File: src/rtl/regfile_pkg.sv
// Shared sizing and requester indices for the register-file writeback arbiter.
package regfile_pkg;
  localparam int XLEN = 32;
  localparam int AW   = 5;
  localparam int NREG = 2**AW;

  localparam logic REQ_ALU = 1'b0;
  localparam logic REQ_LSU = 1'b1;
endpackage

File: src/rtl/wb_slot.sv
// One-entry writeback holding register. When load and clear occur together, load wins,
// so a granted entry can be replaced in the same cycle.
module wb_slot #(
  parameter int AW = 5,
  parameter int DW = 32
) (
  input  logic          clk,
  input  logic          rst_n,
  input  logic          load_i,
  input  logic          clear_i,
  input  logic [AW-1:0] addr_i,
  input  logic [DW-1:0] data_i,
  output logic          valid_o,
  output logic [AW-1:0] addr_o,
  output logic [DW-1:0] data_o
);
  logic          valid_q, valid_d;
  logic [AW-1:0] addr_q, addr_d;
  logic [DW-1:0] data_q, data_d;

  always_comb begin
    valid_d = valid_q;
    addr_d  = addr_q;
    data_d  = data_q;
    if (clear_i) valid_d = 1'b0;
    if (load_i) begin
      valid_d = 1'b1;
      addr_d  = addr_i;
      data_d  = data_i;
    end
  end

  always_ff @(posedge clk or negedge rst_n) begin
    if (!rst_n) begin
      valid_q <= 1'b0;
      addr_q  <= '0;
      data_q  <= '0;
    end else begin
      valid_q <= valid_d;
      addr_q  <= addr_d;
      data_q  <= data_d;
    end
  end

  assign valid_o = valid_q;
  assign addr_o  = addr_q;
  assign data_o  = data_q;
endmodule

File: src/rtl/regfile_wb_arbiter.sv
// Two-requester arbiter for the register file's single write port, with x0 discard and pending-write map.
// Define WB_RR_EN to get round-robin arbitration; without it, req0 has fixed priority.
module regfile_wb_arbiter
  import regfile_pkg::*;
#(
  parameter int XLEN = regfile_pkg::XLEN,
  parameter int AW   = regfile_pkg::AW
) (
  input  logic              clk,
  input  logic              rst_n,
  input  logic              req0_valid,
  output logic              req0_ready,
  input  logic [AW-1:0]     req0_addr,
  input  logic [XLEN-1:0]   req0_data,
  input  logic              req1_valid,
  output logic              req1_ready,
  input  logic [AW-1:0]     req1_addr,
  input  logic [XLEN-1:0]   req1_data,
  output logic              WE3,
  output logic [AW-1:0]     A3,
  output logic [XLEN-1:0]   WD1,
  output logic [2**AW-1:0]  pend,
  output logic              busy
);
  logic [1:0]      req_valid, req_ready;
  logic [1:0]      slot_vld, slot_load, slot_clr, elig, gnt;
  logic [AW-1:0]   req_addr  [2];
  logic [XLEN-1:0] req_data  [2];
  logic [AW-1:0]   slot_addr [2];
  logic [XLEN-1:0] slot_data [2];

  assign req_valid   = {req1_valid, req0_valid};
  assign req_addr[0] = req0_addr;
  assign req_addr[1] = req1_addr;
  assign req_data[0] = req0_data;
  assign req_data[1] = req1_data;
  assign req0_ready  = req_ready[0];
  assign req1_ready  = req_ready[1];

  // A slot is freed when it is granted or when it holds an x0 write.
  for (genvar i = 0; i < 2; i++) begin : g_slot
    assign elig[i]      = slot_vld[i] && (slot_addr[i] != '0);
    assign slot_clr[i]  = slot_vld[i] && (!elig[i] || gnt[i]);
    assign req_ready[i] = rst_n && (!slot_vld[i] || slot_clr[i]);
    assign slot_load[i] = req_valid[i] && req_ready[i];

    wb_slot #(.AW(AW), .DW(XLEN)) u_slot (
      .clk     (clk),
      .rst_n   (rst_n),
      .load_i  (slot_load[i]),
      .clear_i (slot_clr[i]),
      .addr_i  (req_addr[i]),
      .data_i  (req_data[i]),
      .valid_o (slot_vld[i]),
      .addr_o  (slot_addr[i]),
      .data_o  (slot_data[i])
    );
  end

`ifdef WB_RR_EN
  logic last_gnt_q, last_gnt_d;

  always_comb begin
    gnt = elig;
    if (&elig) gnt = (last_gnt_q == REQ_LSU) ? 2'b01 : 2'b10;
  end

  assign last_gnt_d = (&elig) ? gnt[REQ_LSU] : last_gnt_q;

  always_ff @(posedge clk or negedge rst_n) begin
    if (!rst_n) last_gnt_q <= REQ_LSU;
    else        last_gnt_q <= last_gnt_d;
  end
`else
  always_comb begin
    gnt = elig;
    if (&elig) gnt = 2'b01;
  end
`endif

  always_comb begin
    WE3 = |gnt;
    A3  = '0;
    WD1 = '0;
    if (gnt[REQ_ALU]) begin
      A3  = slot_addr[REQ_ALU];
      WD1 = slot_data[REQ_ALU];
    end else if (gnt[REQ_LSU]) begin
      A3  = slot_addr[REQ_LSU];
      WD1 = slot_data[REQ_LSU];
    end
  end

  always_comb begin
    pend = '0;
    for (int i = 0; i < 2; i++)
      if (elig[i]) pend[slot_addr[i]] = 1'b1;
  end

  assign busy = |slot_vld;
endmodule

File: config.mk
export PLATFORM = sky130hd
export DESIGN_NAME = regfile_wb_arbiter
export DESIGN_NICKNAME = d
export VERILOG_FILES = /design/src/rtl/regfile_pkg.sv /design/src/rtl/wb_slot.sv /design/src/rtl/regfile_wb_arbiter.sv
export SDC_FILE = /design/constraint.sdc
export NUM_CORES = 1
export LEC_CHECK = 0
export CAP_MARGIN = 10
export CELL_PAD_IN_SITES_DETAIL_PLACEMENT = 0
export CELL_PAD_IN_SITES_GLOBAL_PLACEMENT = 2
export CORE_MARGIN = 10
export CORE_UTILIZATION = 45
export CTS_BUF_LIST = sky130_fd_sc_hd__clkbuf_4
export CTS_CLUSTER_SIZE = 25
export DETAILED_ROUTE_END_ITERATION = 8
export DONT_BUFFER_PORTS = 1
export GPL_TIMING_DRIVEN = 0
export MAX_ROUTING_LAYER = met4
export PLACE_DENSITY = 0.87
export SYNTH_ARGS = -nofsm -noshare
export SYNTH_HDL_FRONTEND = slang
export SYNTH_SLANG_ARGS = --single-unit
File: constraint.sdc
create_clock -name clk -period 6.51 [get_ports clk]
set_input_delay 1.302 -clock clk [delete_from_list [all_inputs] [get_ports clk]]
set_output_delay 1.302 -clock clk [all_outputs]
set_load 0.005 [all_outputs]
==> flow_summary.yaml <==
flow_run:
  drv_cap: 0
routing:
  vias_per_cell: 6.02
  totalWireLength_mm: 10.4
  num_vias: 2534
  drt_iter0_drc: 153
  drtAntennaViolNets: 0
  wl_per_cell_um: 24.7
  drtPass1Iterations: 4
  drcViolationCount: 0
timing:
  relSlewSlack_pct: 56.5
  period_share_pct: 60.0
  slew_violations: 0
  worstMarginPinSlew_ps: 653
  clock.fmax_ghz: 0.256
  skew_ps: 14.0
  final_hold_viol_count: 0
  finalCriticalPeriod_ps: 3900
  fin_tns_setup_ps: 0
  rsz0062_at_grt: "no"
  finalSetupViolations: 0
critical_path:
  endpoint: "WD1[2]"
  crit_type: "reg2out"
  cp-startpoint: "g_slot[0].u_slot.addr_o[4]"
  crit_slowest_cell: "dfrtp_1"
  worstPathArrival_ps: 2600
  worstPathRequired_ps: 5210
  r2r-end: "g_slot[1].u_slot.data_o[1]"
  cp_cell_sequence: "clkbuf_1 -> or3_4 -> buf_6 -> o31a_1 -> buf_2 -> nor2_4 -> buf_4 -> a22o_1"
  crit_fanout: 10
  cp-end-kind: "primary output"
  worstRegToRegCells: 8
  r2r_setup_slack_ps: 4320
  cp-start-kind: "flip-flop"
  cpPeakStageDelay_ps: 380
  r2r-start: "g_slot[0].u_slot.addr_o[4]"
cts:
  clock_sinks: 76
  cts_setup_buffers: 0
  clkLatencyLatePin_ps: 420
  clk_path_buf_depth: 2
  cts_made_buffers: 9
  post_cts_resized: 0
  ctsHoldBuffers: 0
  clockRootBuffer: "clkbuf_4"
  cts_tree: "done"
  clk_pin_slew_ps: 120
  h-tree-depth: 3
floorplanning:
  start_util_pct: 46.7
  dieHeight_um: 113
  die_area_um2: 12700
  io-pin-count: 151
  rows: 33
  coreArea_um2: 8300
  fp.dieW_um: 113
synth:
  synth_area_um2: 3880
  ys_seq_elements: 76
  syn_nets: 376
  synth.avg_cell_area_um2: 13.0
  synth-compound-area-share_pct: 15.3
  synthCells: 298
  synth.distinct_cells: 31
  synth_top_family_by_area: "multiplexers"
  synth-adder-area-share_pct: 0
  synth_seq_area_share_pct: 49.0
  yosys_warnings: 0
  yosys.area_share.simple_pct: 6.39
  synthMuxAreaShare_pct: 24.0
  synth-xor-area-share_pct: 0
grt:
  grt_pass1_vias: 2679
  antenna_found_initial: 2
  track_usage_pct: 16.5
  grt_max_degree: 81
  grt_overflow: 0
  grt_pass1_wl_mm: 16.1
placement:
  place_congestion: 0.855
  place_inst: 403
  dp_hpwl_mm: 7.82
  portBuffers: 0
finish:
  fillers: 757
  stdcell_count: 421
  nets: 387
  layout-drive-gt1-share_pct: 35.7
  postLayoutCoreUtil_pct: 50.7
  area_delta_synth_final_pct: 8.42
power:
  power_w: 0.00120
  powerDensity_nw_per_um2: 286
  vdd_drop_max_mv: 0.157
  cellLeakagePower_nw: 1.80
run_status:
  status: "completed"
worst_hold_path:
  hold_path.class: "reg2reg"
## registers in the layout, indices dropped and copies added (netlist names)
register,count
g_slot.u_slot.addr_o,10
g_slot.u_slot.data_o,64
g_slot.u_slot.valid_o,2
## worst min-delay path by stage
stage | start | end | cells after the start
finish | g_slot[0].u_slot.data_o[30] | g_slot[0].u_slot.data_o[30] | 1
global placement | g_slot[0].u_slot.data_o[15] | g_slot[0].u_slot.data_o[15] | 1
CTS | rst_n | g_slot[0].u_slot.data_o[1] | 0
detailed placement | g_slot[0].u_slot.data_o[1] | g_slot[0].u_slot.data_o[1] | 1
floorplan | g_slot[0].u_slot.data_o[0] | g_slot[0].u_slot.data_o[0] | 1
global route | rst_n | g_slot[0].u_slot.data_o[26] | 0
## cells in the mapped netlist
master	instances	area [um2]
clkbuf_1	9	33.8
buf_4	5	37.5
nand3_1	8	40.0
o21bai_2	1	11.3
mux2_4	29	435
nor2_4	1	11.3
buf_2	2	10.0
buf_12	3	60.1
nand2_1	12	45.0
dfrtp_1	76	1900
buf_1	4	15.0
o31a_1	1	8.76
conb_1	1	3.75
o21ai_4	1	16.3
or3b_2	2	17.5
o31ai_4	1	21.3
or2_2	3	18.8
o21a_1	1	7.51
a21oi_1	1	5.00
inv_1	3	11.3
or3_4	1	11.3
nand2b_1	2	12.5
nor2_1	2	7.51
buf_6	3	33.8
a22o_1	35	307
nand3b_1	7	52.6
mux2_2	44	495
nor2b_1	3	18.8
o21ai_0	3	15.0
or3_1	2	12.5
o22ai_1	32	200
## cell usage in the layout, fill, tap and decap left out
cell type	netlist	final
nand3b_1	7	7
o22ai_1	32	32
mux2_2	44	44
or3_1	2	2
buf_12	3	3
buf_6	3	3
nand2b_1	2	2
buf_4	5	5
o31a_1	1	1
inv_1	3	3
dfrtp_1	76	76
buf_2	2	2
clkinv_2	0	1
o21ai_0	3	3
nor2b_1	3	3
clkinvlp_4	0	1
or2_2	3	3
buf_1	4	4
a22o_1	35	35
nand3_1	8	8
o21a_1	1	1
clkbuf_1	9	9
bufinv_16	0	3
or3b_2	2	2
or3_4	1	1
a21oi_1	1	1
inv_8	0	1
mux2_4	29	29
o21bai_2	1	1
conb_1	1	1
nor2_4	1	1
inv_6	0	1
nand2_1	12	12
o21ai_4	1	1
clkbuf_4	0	9
o31ai_4	1	1
diode_2	0	2
nor2_1	2	2
## cell families (layout without fill, tap and decap cells)
family,count (synthesis),in the layout
and+or+nand+nor,43,43
buffers and inverters,29,45
AOI/OAI and AO/OA,76,76
DFF,76,76
other,1,3
muxes,73,73
## metal layers
layer / GRT usage (%) / part of all wire, %
met1: 20.2 / 42
met2: 24.7 / 48
met3: 6.97 / 9.5
met4: 3.55 / 0.85
met5: - / 0
## stage by stage
step                      cell area, um2  setup WS (ps)  hold slack, ps
after global routing                4200           2420             505
after global placement              4010           3050             487
after CTS                           4200           2540             518
final                               4200           2610             520
after detailed placement            4010           3040             494
after floorplan                     3880           3390             480
## critical path: cells and delay by family (launching register included)
kind	cells	cell delay, ps
AND/OR/NAND/NOR	2	600
flip-flops	1	380
AO/OA/AOI/OAI	2	410
buffers and inverters	4	800
## power breakdown
group / internal [W] / switching, W / leakage [nW]
sequential: 0.000544 / 0.0000461 / 0.895
clock: 0.000198 / 0.000170 / 0.0985
combinational: 0.000132 / 0.000112 / 0.803
total: 0.000873 / 0.000328 / 1.80
## cell type report
class	instances	area [um2]	share of cell area [%]
sequential	76	1900	45.2
multi-input combinational	193	1770	42.2
buffer	26	190	4.52
tap	105	131	3.13
clock inverter	7	123	2.92
clock buffer	9	67.6	1.61
inverter	3	11.3	0.268
antenna	2	5.00	0.119
Power figures use the tool's default switching activity.
